===== config.mk =====
export PLATFORM = sky130hd
export DESIGN_NAME = sdi_video_timing_flat
export DESIGN_NICKNAME = d
export VERILOG_FILES = /design/src/rtl/sdi_video_timing_if.sv /design/src/rtl/sdi_video_timing.sv /design/src/flat_wrapper.sv
export SDC_FILE = /design/constraint.sdc
export NUM_CORES = 1
export LEC_CHECK = 0
export CORE_MARGIN = 4
export CORE_UTILIZATION = 40
export CTS_CLUSTER_SIZE = 28
export DETAILED_ROUTE_END_ITERATION = 6
export GPL_ROUTABILITY_DRIVEN = 1
export PLACE_DENSITY_LB_ADDON = 0.1
export SYNTH_ARGS = -nofsm -noshare
export SYNTH_HDL_FRONTEND = slang
export SYNTH_SLANG_ARGS = --single-unit

===== constraint.sdc =====
create_clock -name sdi_tx_clk -period 3.83 [get_ports sdi_tx_clk]
set_input_delay 0.766 -clock sdi_tx_clk [delete_from_list [all_inputs] [get_ports sdi_tx_clk]]
set_output_delay 0.766 -clock sdi_tx_clk [all_outputs]
set_load 0.005 [all_outputs]

===== src/rtl/sdi_video_timing_if.sv =====
// sdi_video_timing_if: control and video bus of the SD-SDI raster sequencer.
// Ports: enable/tx_ready/vid_ce toward the sequencer; vid_active, vid_data[59:0], vid_field,
// vid_hblank, vid_vblank, sof, frame_count[15:0], running back from it. The sequencer is the slave.
interface sdi_video_timing_if;
    logic        enable;
    logic        tx_ready;
    logic        vid_ce;
    logic        vid_active;
    logic [59:0] vid_data;
    logic        vid_field;
    logic        vid_hblank;
    logic        vid_vblank;
    logic        sof;
    logic [15:0] frame_count;
    logic        running;
    modport master(
        output enable, tx_ready, vid_ce,
        input  vid_active, vid_data, vid_field, vid_hblank, vid_vblank, sof, frame_count, running
    );
    modport slave(
        input  enable, tx_ready, vid_ce,
        output vid_active, vid_data, vid_field, vid_hblank, vid_vblank, sof, frame_count, running
    );
endinterface


===== src/rtl/sdi_video_timing.sv =====
// sdi_video_timing: 525i raster sequencer feeding 4:2:2 words to the SD-SDI transmitter.
// Ports: sdi_tx_clk, sdi_tx_rst (async, active high), vif (slave modport of sdi_video_timing_if).
// Define SDI_VTG_COLORBARS_EN to fill active video with eight 75% colour bars instead of black.
module sdi_video_timing #(
    parameter int H_ACTIVE     = 720,
    parameter int H_TOTAL      = 858,
    parameter int V_TOTAL      = 525,
    parameter int F1_ACT_FIRST = 20,
    parameter int F1_ACT_LAST  = 263,
    parameter int F2_ACT_FIRST = 283,
    parameter int F2_ACT_LAST  = 525,
    parameter int FIELD1_FIRST = 4,
    parameter int FIELD2_FIRST = 266
) (
    input logic                sdi_tx_clk,
    input logic                sdi_tx_rst,
    sdi_video_timing_if.slave  vif
);
    localparam int H_WORDS = 2 * H_TOTAL;
    localparam int A_WORDS = 2 * H_ACTIVE;
    localparam int HW      = $clog2(H_WORDS);
    localparam int LW      = $clog2(V_TOTAL + 1);
    localparam logic [HW-1:0] H_LAST = HW'(H_WORDS - 1);
    localparam logic [LW-1:0] L_LAST = LW'(V_TOTAL);

    typedef enum logic [1:0] {IDLE, WAIT, RUN, STOP} state_t;

    state_t        state_q, state_d;
    logic [HW-1:0] h_cnt_q, h_cnt_d;
    logic [LW-1:0] line_q, line_d;
    logic          active_q, active_d;
    logic [9:0]    data_q, data_d;
    logic          field_q, field_d;
    logic          hblank_q, hblank_d;
    logic          vblank_q, vblank_d;
    logic          sof_q, sof_d;
    logic [15:0]   frame_count_q, frame_count_d;
    logic          running_q, running_d;

    logic          live, drop, adv, eol, eof;
    logic [31:0]   hc, ln;
    logic          hb, vb, act;
    logic [9:0]    word;

`ifdef SDI_VTG_COLORBARS_EN
    localparam int BAR_W = A_WORDS / 8;
    localparam int BW    = $clog2(BAR_W + 1);
    // Packed index 0 is the leftmost bar (white), so the lists run black..white.
    localparam logic [7:0][9:0] BAR_Y  = {10'h040, 10'h08C, 10'h104, 10'h150,
                                          10'h1C0, 10'h20C, 10'h288, 10'h2D0};
    localparam logic [7:0][9:0] BAR_CB = {10'h200, 10'h350, 10'h190, 10'h2E0,
                                          10'h120, 10'h270, 10'h0B0, 10'h200};
    localparam logic [7:0][9:0] BAR_CR = {10'h200, 10'h1C8, 10'h350, 10'h318,
                                          10'h0E8, 10'h0B0, 10'h238, 10'h200};
    logic [BW-1:0] bar_word_q, bar_word_d;
    logic [2:0]    bar_idx_q, bar_idx_d;
`endif

    always_comb begin
        live = state_q == RUN || state_q == STOP;
        // Losing the transceiver overrides every other condition, including a pending enable.
        drop = state_q != IDLE && !vif.tx_ready;
        adv  = live && !drop && vif.vid_ce;
        eol  = h_cnt_q == H_LAST;
        eof  = eol && line_q == L_LAST;
        state_d = state_q;
        case (state_q)
            IDLE:    state_d = vif.enable ? WAIT : IDLE;
            WAIT:    state_d = !vif.enable ? IDLE : vif.tx_ready ? RUN : WAIT;
            RUN:     state_d = vif.enable ? RUN : STOP;
            default: state_d = vif.enable ? RUN : (vif.vid_ce && eof) ? IDLE : STOP;
        endcase
        if (drop)
            state_d = IDLE;
        h_cnt_d = adv ? (eol ? '0 : h_cnt_q + HW'(1)) : h_cnt_q;
        line_d  = (adv && eol) ? (line_q == L_LAST ? LW'(1) : line_q + LW'(1)) : line_q;
        if (state_d == IDLE) begin
            h_cnt_d = '0;
            line_d  = LW'(1);
        end
        hc   = 32'(h_cnt_q);
        ln   = 32'(line_q);
        hb   = hc >= A_WORDS;
        vb   = !((ln >= F1_ACT_FIRST && ln <= F1_ACT_LAST) || (ln >= F2_ACT_FIRST && ln <= F2_ACT_LAST));
        act  = !hb && !vb;
        // Word order Cb, Y, Cr, Y: odd words are luma.
        word = h_cnt_q[0] ? 10'h040 : 10'h200;
`ifdef SDI_VTG_COLORBARS_EN
        bar_word_d = bar_word_q;
        bar_idx_d  = bar_idx_q;
        if (adv) begin
            bar_word_d = (eol || bar_word_q == BW'(BAR_W - 1)) ? '0 : bar_word_q + BW'(1);
            bar_idx_d  = eol ? '0 : (bar_word_q == BW'(BAR_W - 1)) ? bar_idx_q + 3'd1 : bar_idx_q;
        end
        if (state_d == IDLE) begin
            bar_word_d = '0;
            bar_idx_d  = '0;
        end
        if (act)
            word = h_cnt_q[0] ? BAR_Y[bar_idx_q] : h_cnt_q[1] ? BAR_CR[bar_idx_q] : BAR_CB[bar_idx_q];
`endif
        active_d = active_q;
        data_d   = data_q;
        field_d  = field_q;
        hblank_d = hblank_q;
        vblank_d = vblank_q;
        sof_d    = 1'b0;
        if (!live || drop) begin
            active_d = 1'b0;
            data_d   = '0;
            field_d  = 1'b0;
            hblank_d = 1'b1;
            vblank_d = 1'b1;
        end else if (vif.vid_ce) begin
            active_d = act;
            data_d   = word;
            field_d  = ln >= FIELD2_FIRST || ln < FIELD1_FIRST;
            hblank_d = hb;
            vblank_d = vb;
            sof_d    = h_cnt_q == '0 && line_q == LW'(1);
        end
        frame_count_d = frame_count_q + 16'(sof_d);
        running_d     = live;
    end

    always_ff @(posedge sdi_tx_clk or posedge sdi_tx_rst) begin
        if (sdi_tx_rst) begin
            state_q       <= IDLE;
            h_cnt_q       <= '0;
            line_q        <= LW'(1);
            active_q      <= 1'b0;
            data_q        <= '0;
            field_q       <= 1'b0;
            hblank_q      <= 1'b1;
            vblank_q      <= 1'b1;
            sof_q         <= 1'b0;
            frame_count_q <= '0;
            running_q     <= 1'b0;
`ifdef SDI_VTG_COLORBARS_EN
            bar_word_q    <= '0;
            bar_idx_q     <= '0;
`endif
        end else begin
            state_q       <= state_d;
            h_cnt_q       <= h_cnt_d;
            line_q        <= line_d;
            active_q      <= active_d;
            data_q        <= data_d;
            field_q       <= field_d;
            hblank_q      <= hblank_d;
            vblank_q      <= vblank_d;
            sof_q         <= sof_d;
            frame_count_q <= frame_count_d;
            running_q     <= running_d;
`ifdef SDI_VTG_COLORBARS_EN
            bar_word_q    <= bar_word_d;
            bar_idx_q     <= bar_idx_d;
`endif
        end
    end

    assign vif.vid_active  = active_q;
    assign vif.vid_data    = {50'b0, data_q};
    assign vif.vid_field   = field_q;
    assign vif.vid_hblank  = hblank_q;
    assign vif.vid_vblank  = vblank_q;
    assign vif.sof         = sof_q;
    assign vif.frame_count = frame_count_q;
    assign vif.running     = running_q;
endmodule


===== src/flat_wrapper.sv =====
// flat-port wrapper written by rule: the top's interface ports become plain ports
module sdi_video_timing_flat 
#(
    parameter int H_ACTIVE     = 720,
    parameter int H_TOTAL      = 858,
    parameter int V_TOTAL      = 525,
    parameter int F1_ACT_FIRST = 20,
    parameter int F1_ACT_LAST  = 263,
    parameter int F2_ACT_FIRST = 283,
    parameter int F2_ACT_LAST  = 525,
    parameter int FIELD1_FIRST = 4,
    parameter int FIELD2_FIRST = 266
)
  (sdi_tx_clk, sdi_tx_rst, vif_enable, vif_tx_ready, vif_vid_ce, vif_vid_active, vif_vid_data, vif_vid_field, vif_vid_hblank, vif_vid_vblank, vif_sof, vif_frame_count, vif_running);
  sdi_video_timing_if vif_i ();
  input logic sdi_tx_clk;
  input logic sdi_tx_rst;
  input wire logic [$bits(vif_i.enable)-1:0] vif_enable;
  input wire logic [$bits(vif_i.tx_ready)-1:0] vif_tx_ready;
  input wire logic [$bits(vif_i.vid_ce)-1:0] vif_vid_ce;
  output wire logic [$bits(vif_i.vid_active)-1:0] vif_vid_active;
  output wire logic [$bits(vif_i.vid_data)-1:0] vif_vid_data;
  output wire logic [$bits(vif_i.vid_field)-1:0] vif_vid_field;
  output wire logic [$bits(vif_i.vid_hblank)-1:0] vif_vid_hblank;
  output wire logic [$bits(vif_i.vid_vblank)-1:0] vif_vid_vblank;
  output wire logic [$bits(vif_i.sof)-1:0] vif_sof;
  output wire logic [$bits(vif_i.frame_count)-1:0] vif_frame_count;
  output wire logic [$bits(vif_i.running)-1:0] vif_running;
  assign vif_i.enable = vif_enable;
  assign vif_i.tx_ready = vif_tx_ready;
  assign vif_i.vid_ce = vif_vid_ce;
  assign vif_vid_active = vif_i.vid_active;
  assign vif_vid_data = vif_i.vid_data;
  assign vif_vid_field = vif_i.vid_field;
  assign vif_vid_hblank = vif_i.vid_hblank;
  assign vif_vid_vblank = vif_i.vid_vblank;
  assign vif_sof = vif_i.sof;
  assign vif_frame_count = vif_i.frame_count;
  assign vif_running = vif_i.running;
  sdi_video_timing #(.H_ACTIVE(H_ACTIVE), .H_TOTAL(H_TOTAL), .V_TOTAL(V_TOTAL), .F1_ACT_FIRST(F1_ACT_FIRST), .F1_ACT_LAST(F1_ACT_LAST), .F2_ACT_FIRST(F2_ACT_FIRST), .F2_ACT_LAST(F2_ACT_LAST), .FIELD1_FIRST(FIELD1_FIRST), .FIELD2_FIRST(FIELD2_FIRST)) u_core (.sdi_tx_clk(sdi_tx_clk), .sdi_tx_rst(sdi_tx_rst), .vif(vif_i));
endmodule

==> After elaboration in Yosys (flattened, before gate mapping) <==
Index checks and enable logic that the tools add are counted.
{ "word_totals": {"ff_bits": 55, "output_inout_bits": 82} }
{ "op_classes": {"addsub": 3, "n_mux": 27, "n_eq_ne": 6, "magnitude_cmp": 7, "reduce_logical": 26} }
{ "op_table": {"columns": ["op", "n"], "rows": [
  ["$mux 10", 6],
  ["$mux 11", 3],
  ["$ge 10x9->1 const B", 2],
  ["$add 16x1->16", 1],
  ["$mux 1", 12],
  ["$add 11x1->11 const B", 1],
  ["$eq 11x11->1 const B", 1],
  ["$ge 11x11->1 const B", 1],
  ["$logic_not 11->1", 1],
  ["$add 10x1->10 const B", 1],
  ["$eq 10x1->1 const B", 1],
  ["$eq 10x10->1 const B", 1],
  ["$ge 10x5->1 const B", 1],
  ["$le 10x10->1 const B", 1],
  ["$le 10x9->1 const B", 1],
  ["$logic_and 1x1->1", 10],
  ["$lt 10x3->1 const B", 1],
  ["$mux 2", 5],
  ["$reduce_bool 2->1", 4],
  ["$pmux 2 s3", 1],
  ["$logic_not 1->1", 5],
  ["$eq 2x2->1 const B", 2],
  ["$logic_not 2->1", 2],
  ["$logic_or 1x1->1", 4],
  ["$eq 2x1->1 const B", 1]
]} }

==> Logic depth before layout (Yosys ltp) <==
Gate-level depths: netlist (run 1).
{ "logic_depth": {"word_depth": 9, "depth_mapped": 11, "depth_no_buf": 11} }

==> Worst setup path after synthesis (run 1) <==
Ideal clock, no wire load.
{ "synth_path": {"path_kind": "reg2reg", "from": "register u_core.line_q[4]", "to": "register u_core.frame_count_q[14], in the netlist u_core.vif.frame_count[14]", "arrival_ns": 2.784, "stages_incl_launch_ff": 10, "path_buffers": 0, "setup_slack_ns": 0.967, "cell_sequence": "dfrtp_1 or4_4 or4_1 nor4_1 ha_1 ha_1 nand2_1 or3_1 nor2_1 xor2_1"} }
{ "synth_via": {"elab_chain_len": 5} }
{ "synth_rtl": {"columns": ["item", "line_no", "rtl"], "rows": [
  ["start, declared", "sdi_video_timing.sv:30", "logic [LW-1:0] line_q, line_d;"],
  ["start signal, assigned", "sdi_video_timing.sv:146", "line_q <= line_d;"],
  ["$eq 10x1->1", "sdi_video_timing.sv:120", "sof_d = h_cnt_q == '0 && line_q == LW'(1);"],
  ["$logic_and 1x1->1", "sdi_video_timing.sv:120", null],
  ["$mux 1", "sdi_video_timing.sv:114", "end else if (vif.vid_ce) begin"],
  ["$mux 1", "sdi_video_timing.sv:108", "if (!live || drop) begin"],
  ["via u_core.sof_d", "sdi_video_timing.sv:36", "logic sof_q, sof_d;"],
  ["$add 16x1->16", "sdi_video_timing.sv:122", "frame_count_d = frame_count_q + 16'(sof_d);"],
  ["via u_core.frame_count_d[14]", "sdi_video_timing.sv:37", "logic [15:0] frame_count_q, frame_count_d;"],
  ["end signal, assigned", "sdi_video_timing.sv:153", "frame_count_q <= frame_count_d;"],
  ["end, declared", "sdi_video_timing.sv:37", null]
]} }
The timed path passes the listed nets, and every way through them passes these cells.
A chain may end at the register's enable or synchronous reset.

==> Final worst setup path (run 1) <==
{ "layout_path": {"from": "register u_core.line_q[4]", "to": "register u_core.frame_count_q[12], in the netlist u_core.vif.frame_count[12]"} }
Same word-level chain as after synthesis.

==> results of run 1 <==
==> cells by family after synthesis <==
| family | count (synthesis) | synth area share, % |
|---|---|---|
| XOR/XNOR | 27 | 8.29 |
| AND/OR/NAND/NOR | 117 | 22.2 |
| multiplexers | 3 | 1.10 |
| AO/OA/AOI/OAI | 26 | 5.61 |
| other | 1 | 0.131 |
| buffers and inverters | 73 | 17.8 |
| flip-flops | 47 | 41.3 |
| adder cells (fa/ha/maj) | 8 | 3.51 |
==> power breakdown <==
| group | internal, mW | switching (mW) | total [mW] |
|---|---|---|---|
| Combinational | 0.0527 | 0.0617 | 0.114 |
| Clock | 0.195 | 0.177 | 0.372 |
| Sequential | 0.518 | 0.0233 | 0.541 |
| Total | 0.765 | 0.262 | 1.03 |
==> flip-flops by register name (all words and copies together) (netlist names) <==
signal                  cells
u_core.line_q              10
u_core.vif.running          1
u_core.vif.vid_active       1
u_core.vif.frame_count     16
u_core.h_cnt_q             11
u_core.vif.vid_vblank       1
u_core.vif.sof              1
u_core.vif.vid_field        1
u_core.state_q              2
u_core.vif.vid_hblank       1
u_core.data_q               2
==> metrics by stage <==
step / instance area, um2 / utilization (%)
final: 3130 / 45.6
after global routing: 3130 / 45.6
after CTS: 3130 / 45.6
after detailed placement: 3020 / 44.0
after global placement: 3020 / 44.0
after floorplan: 3070 / -
==> worst max-delay path by stage <==
stage	from	to	slack, ns	depth (start not counted)
2_1_floorplan	u_core.line_q[4]	u_core.vif.frame_count[14]	0.97	9
3_3_place_gp	u_core.line_q[4]	u_core.vif.frame_count[14]	0.73	9
3_5_place_dp	u_core.line_q[4]	u_core.vif.frame_count[12]	0.66	9
4_1_cts	u_core.line_q[4]	u_core.vif.frame_count[12]	0.63	9
5_1_grt	u_core.line_q[4]	u_core.vif.frame_count[12]	0.46	9
6_report	u_core.line_q[4]	u_core.vif.frame_count[12]	0.65	9
==> layer usage <==
layer / routed length, um / track usage [%]
met5: 0 / 0
met4: 97 / 5.20
met3: 320 / 2.44
met2: 2670 / 22.2
met1: 2570 / 18.0
==> final cells by class <==
type	instances	area, um2	share of cell area [%]
Multi-Input combinational cell	239	1380	44.0
Sequential cell	47	1180	37.7
Timing Repair Buffer	33	318	10.1
Tap cell	96	120	3.83
Clock buffer	5	68.8	2.20
Clock inverter	3	43.8	1.40
Inverter	6	22.5	0.719
==> cell usage in the layout (no fill, tap or decap), types with 2 or more instances in the layout <==
cell | Yosys | routed
mux2i_1 | 2 | 2
nor2_1 | 33 | 33
buf_4 | 58 | 5
nor4_1 | 2 | 2
nor3_1 | 12 | 12
nor4_4 | 2 | 2
xnor2_1 | 14 | 14
clkdlybuf4s50_1 | 0 | 28
nand4_1 | 8 | 8
and3_1 | 7 | 7
inv_1 | 6 | 5
nand2_1 | 19 | 19
xor2_1 | 13 | 13
nor2b_1 | 3 | 3
a21oi_1 | 10 | 10
nand3_1 | 11 | 11
nand3b_1 | 4 | 4
clkbuf_8 | 0 | 5
dfrtp_1 | 44 | 44
o21ai_0 | 6 | 6
conb_1 | 1 | 58
ha_1 | 8 | 8
o21a_1 | 2 | 2
nor4b_1 | 3 | 3
or3_1 | 3 | 3
or4_1 | 3 | 3
nand2b_1 | 2 | 2
dfstp_2 | 3 | 3
or4_4 | 2 | 2
==> critical path: stages (launching register included) <==
cell and delay, ns:
dfrtp_1 0.45, or4_4 0.60, or4_1 0.45, nor4_1 0.42
ha_1 0.26, ha_1 0.20, nand2_1 0.07, or3_1 0.37
nor2_1 0.14, xor2_1 0.16
==> results.md, run 1 <==
| Stage | Item | Value |
|---|---|---|
| outcome | Run status | complete, no violations |
| routing | Detailed Routing Iterations Pass 1 | 4 |
| floorplan | Die extent in x | 92.5 um |
| sta | Unrepaired setup endpoints after global routing | no |
| grt | Pin count of the biggest net entering global routing | 48 |
| clock tree | Clock slew seen by the registers of the worst setup and hold paths | 0.09 ns |
| routing | Detail-routed net length per standard cell | 13.2 um |
| clock tree | Post-CTS Setup Inserts | 0 |
| worst setup path | Critical R2R Launch | u_core.line_q[4] |
| sta | Crit path setup slack, layout | 0.646 ns |
| synthesis | Biggest area consumer among synthesized cells | dfrtp_1 |
| routing | Number of nets with antenna violations after routing | 0 |
| clock tree | Maximum number of buffers from clock root to sink | 2 |
| synthesis | Number of synthesized flops with an enable pin | 0 |
| sta | Worst Hold Margin | 0.479 ns |
| worst setup path | Critical path peak fanout | 7 |
| layout | Post-layout nets | 345 |
| layout | Number of antenna diodes | 0 |
| hold path | Hold Path Class | flop to flop |
| worst setup path | Arrival @ worst endpoint | 3.41 ns |
| floorplan | Die Ht | 92.5 um |
| worst setup path | Sort of element at the end of the critical path | flop |
| layout | Area growth, synth to finish | 9.78% |
| sta | Worst rel slew slack | 34.2% |
| synthesis | Most used flip-flop cell after synthesis | dfrtp_1 |
| floorplan | Core outline area | 0.00687 mm2 |
| synthesis | Synthesized cell area | 0.00285 mm2 |
| clock tree | Number of sinks driven by the clock tree | 47 |
| grt | Vias in the first global route | 1,874 |
| sta | Maximum operating frequency | 0.314 GHz |
| synthesis | Synth unique cells | 42 |
| place | Placed cells | 421 |
| sta | Number of hold violations in the final report | 0 |
| run | Max-cap violations | 0 |
| floorplan | Number of standard-cell rows in the floorplan | 30 |
| routing | First DRT Iteration DRCs | 113 |
| synthesis | Yosys top cell area share | 38.6% |
| layout | Layout cell share with drive strength beyond 1 | 6.91% |
| hold path | Hold Crit Endpoint | u_core.vif.frame_count[15] |
| grt | Global Route Usage Sum | 13.7% |
| place | Setup slack after placement | 0.662 ns |
| synthesis | FFs w/ async S/R, synth | 100% |
| synthesis | List of most frequent post-synthesis cells | buf_4, dfrtp_1, nor2_1 |
| place | Post-detail-place hpwl | 4.20 mm |
| clock tree | Post-cts resize count | 0 |
| routing | Per-cell via count in the routed design | 4.60 |
| floorplan | Area of the die | 0.00855 mm2 |
| hold path | Worst hold path cell count | 1 |
| routing | Total wirelength of the detailed-routed design | 5.66 mm |
| synthesis | Top cells by area in the synthesized netlist | dfrtp_1, buf_4, nor2_1, xnor2_1, xor2_1 |
| worst setup path | Startpoint-to-endpoint class of the critical path | flop to flop |
| grt | Initial antenna violation count | 0 |
| power and ir drop | Power, Total | 1.03 mW |
| routing | Residual DRC count | 0 |
| worst setup path | Type of element launching the critical path | flop |
| worst setup path | Required time at the worst-slack endpoint | 4.06 ns |
| grt | First-pass GRT wire length | 9.35 mm |
| routing | Overall via count from detail_route | 1,974 |
| hold path | Critical hold path startpoint | u_core.vif.frame_count[15] |
| place | Number of I/O port buffers | 28 |
| synthesis | Post-synthesis register bit count | 47 |
| clock tree | TritonCTS clock tree | done |
| worst setup path | Worst-case register-to-register setup slack | 0.65 ns |
| clock tree | CTS HTree Levels | 2 |
| floorplan | Initial core utilization | 41.5% |
| sta | Final worst-path cycle share | 83.1% |
| synthesis | Dominant cell by count in the synthesized netlist | buf_4 |
| sta | Worst clock skew on the final layout | 0.00750 ns |
| sta | Final critical path time including I/O delays and setup | 3.18 ns |
| place | Routability congestion estimate | 0.802 |
| sta | Sum Neg Setup Slack | 0 ns |
| worst setup path | Number of cell instances on the worst register-to-register path | 9 |
| clock tree | Clock buffers created by TritonCTS | 5 |
| synthesis | Total of warnings raised by yosys | 0 |
| synthesis | Average cell area after synthesis | 9.45 um2 |
| floorplan | Top-level I/O count | 87 |
| layout | Final non-filler cell total | 429 |
| sta | Final number of max-transition violations | 0 |
| layout | Fill cells | 676 |
| power and ir drop | Static Leak | 1.43 nW |
| clock tree | Clock network latency to the later pin of the worst-skew pair | 0.30 ns |
| clock tree | Root Driver | clkbuf_8 |
| synthesis | Portion of the post-synthesis area used by sequential elements | 41.3% |
| power and ir drop | Max VDD drop | 147 uV |
| sta | Actual transition at the worst max-transition pin | 0.985 ns |
| clock tree | Total of hold buffers inserted after clock tree synthesis | 0 |
| grt | Global route overflow | 0 |
| worst setup path | R2r endpoint | u_core.vif.frame_count[12] |
| sta | Total setup violations reported at the end of the flow | 0 |
| synthesis | Count of mapped cells out of synthesis | 302 |
| power and ir drop | Power density normalized to cell area | 328 mW/mm2 |
No activity file was read; power rests on OpenSTA's default activity.
==> run 2: changes to the inputs <==
- clock period: 3.83 -> 2.9 ns (I/O delays scaled with it)
==> run 2 against run 1 <==
Effect of this change: hold slack got worse by 0.0013 ns; flip-flop and latch count stayed put; final area rose by 3.4%; sequential share of layout area is 1.2 points lower; final cell count increased by 3.0%; register-to-register slack worse by 0.48 ns; die area unchanged; via count is 3.1% higher; largest power group unchanged; highest routed layer unchanged.
==> results.md, run 2 (same netlist as run 1, synthesis figures left out) <==
| Stage | Item | Value |
|---|---|---|
| routing | Detailed Routing Iterations Pass 1 | 4 |
| layout | Flip-flop count of the largest register after layout | 16 |
| sta | Total setup violations reported at the end of the flow | 0 |
| sta | Unrepaired setup endpoints after global routing | no |
| grt | GR Util met2 | 20.3% |
| grt | Vias in the first global route | 1,830 |
| sta | Final critical path time including I/O delays and setup | 2.74 ns |
| grt | Met1 usage in global routing | 19.8% |
| floorplan | Top-level I/O count | 87 |
| layout | Commonest cells after routing, fill and taps aside | conb_1, dfrtp_1, nor2_1, clkdlybuf4s50_1, nand2_1 |
| routing | Per-cell via count in the routed design | 4.61 |
| hold path | Hold Path Class | flop to flop |
| worst setup path | Critical path's top delay family | simple AND/OR/NAND/NOR gates |
| layout | Area growth, synth to finish | 13.5% |
| run | Max-cap violations | 0 |
| clock tree | Number of sinks driven by the clock tree | 47 |
| worst setup path | Critical path peak fanout | 3 |
| power and ir drop | Static Leak | 1.49 nW |
| place | Number of I/O port buffers | 28 |
| sta | Actual transition at the worst max-transition pin | 0.532 ns |
| worst setup path | Arrival @ worst endpoint | 2.96 ns |
| sta | Final number of max-transition violations | 0 |
| layout | Number of antenna diodes | 0 |
| place | Placed cells | 434 |
| clock tree | Clock slew seen by the registers of the worst setup and hold paths | 0.09 ns |
| place | Post-detail-place hpwl | 4.43 mm |
| grt | GR met3 Demand/Resource | 3.01% |
| floorplan | Area of the die | 0.00855 mm2 |
| sta | Worst clock skew on the final layout | 0.0119 ns |
| sta | Number of hold violations in the final report | 0 |
| routing | Number of nets with antenna violations after routing | 0 |
| worst setup path | Startpoint-to-endpoint class of the critical path | flop to flop |
| floorplan | Die Ht | 92.5 um |
| routing | Overall via count from detail_route | 2,036 |
| layout | Layout cell share with drive strength beyond 1 | 11.6% |
| sta | Worst rel slew slack | 64.5% |
| power and ir drop | Power, Total | 1.30 mW |
| clock tree | Root Driver | clkbuf_8 |
| routing | Residual DRC count | 0 |
| floorplan | Core outline area | 0.00687 mm2 |
| layout | Most common cell after layout, fill and taps aside | conb_1 |
| grt | Initial antenna violation count | 0 |
| grt | Pin count of the biggest net entering global routing | 26 |
| worst setup path | Sort of element at the end of the critical path | flop |
| grt | First-pass GRT wire length | 9.34 mm |
| worst setup path | Critical Path, Cell by Cell | or4_4 > or4_4 > nor4_4 > ha_2 > ha_1 > nand2_1 > or3_4 > nor2_1 > xor2_1 |
| worst setup path | Slowest cell on the critical path | or4_4 |
| worst setup path | Required time at the worst-slack endpoint | 3.12 ns |
| worst setup path | Buf+Inv Stages, Crit Path | 0 |
| power and ir drop | Max VDD drop | 257 uV |
| grt | Global route overflow | 0 |
| worst setup path | CP peak stage delay | 0.54 ns |
| sta | Maximum operating frequency | 0.365 GHz |
| sta | Final worst-path cycle share | 94.4% |
| grt | Global Route Usage Sum | 13.8% |
| outcome | Run status | complete, no violations |
| power and ir drop | Power density normalized to cell area | 400 mW/mm2 |
| clock tree | Maximum number of buffers from clock root to sink | 2 |
| worst setup path | Type of element launching the critical path | flop |
| floorplan | Number of standard-cell rows in the floorplan | 30 |
| routing | Total wirelength of the detailed-routed design | 5.78 mm |
| clock tree | Post-CTS Setup Inserts | 0 |
| clock tree | CTS HTree Levels | 2 |
| routing | Detail-routed net length per standard cell | 13.1 um |
| grt | Global-route layer with the greatest usage | met2 |
| clock tree | Clock buffers created by TritonCTS | 5 |
| place | Routability congestion estimate | 0.810 |
| worst setup path | Cell with the most instances on the worst path | or4_4 |
| layout | Post-layout nets | 358 |
| clock tree | TritonCTS clock tree | done |
| routing | First DRT Iteration DRCs | 104 |
| layout | Final non-filler cell total | 442 |
| floorplan | Initial core utilization | 41.5% |
| floorplan | Die extent in x | 92.5 um |
| clock tree | Clock network latency to the later pin of the worst-skew pair | 0.31 ns |
## run 2: cell types whose count changed in the layout (fill, tap and decap cells not counted), sizes merged
cell / delta
buf: +13
bufinv: -1
clkinv: -1
inv: +2
## run 2: final timing paths
check | cells past startpoint | to | slack, ns | startpoint
setup / recovery | 9 | u_core.vif.frame_count[12] | 0.16 | u_core.line_q[4]
hold / removal | 1 | u_core.vif.frame_count[15] | 0.48 | u_core.vif.frame_count[15]
setup reg to reg | 9 | u_core.vif.frame_count[12] | 0.16 | u_core.line_q[4]
hold reg to reg | 1 | u_core.vif.frame_count[15] | 0.48 | u_core.vif.frame_count[15]
max in group asynchronous | 3 | u_core.vif.vid_vblank | 1.61 | sdi_tx_rst
min in group asynchronous | 2 | u_core.vif.frame_count[8] | 0.63 | sdi_tx_rst
## run 2: cell type report
cell class / instances / area, um2
tap: 96 / 120
multi-input combinational: 239 / 1410
timing repair buffer: 46 / 415
inverter: 6 / 22.5
fill: 684 / 3630
clock inverter: 3 / 26.3
sequential: 47 / 1180
clock buffer: 5 / 68.8
## run 2: worst reg2reg max path, delay by kind of cell, from the launching register on
kind,cells,cell delay (ns)
xor gates and xnor gates,1,0.18
adders and majority gates,2,0.39
DFF,1,0.38
and+or+nand+nor,6,1.72
## run 2: timing repair
action                                  in CTS  in global routing
gates cloned                                 0                  0
hold endpoints to repair                     0                  0
gates resized for setup                      2                  3
hold buffers                                 0                  0
pin swaps                                    0                  2
endpoints found under the setup margin       3                  5
## run 2: through the flow
step | TNS [ns] | setup slack (ns) | utilization [%] | instance area (um2) | hold slack (ns)
2_1_floorplan | 0 | 0.0371 | - | 3070 | 0.468
3_3_place_gp | 0 | 0.0628 | 45.4 | 3120 | 0.466
3_5_place_dp | -0.176 | -0.108 | 45.4 | 3120 | 0.465
4_1_cts | 0 | 0.0186 | 47.0 | 3230 | 0.479
5_1_grt | 0 | 0.0249 | 47.2 | 3240 | 0.523
6_report | 0 | 0.163 | 47.2 | 3240 | 0.478
## run 2: report_power, final
part           internal (mW)  total [mW]  switching (mW)
sequential             0.684       0.718          0.0339
combinational         0.0759       0.159          0.0831
clock                  0.178       0.420           0.242
total                  0.938        1.30           0.359
## run 2: layer usage
layer | vias up | share of wire (%)
met1 | 970 | 47
met4 | 0 | 1.5
met5 | - | 0
met3 | 8 | 5.4
li1 | 998 | -
met2 | 60 | 46
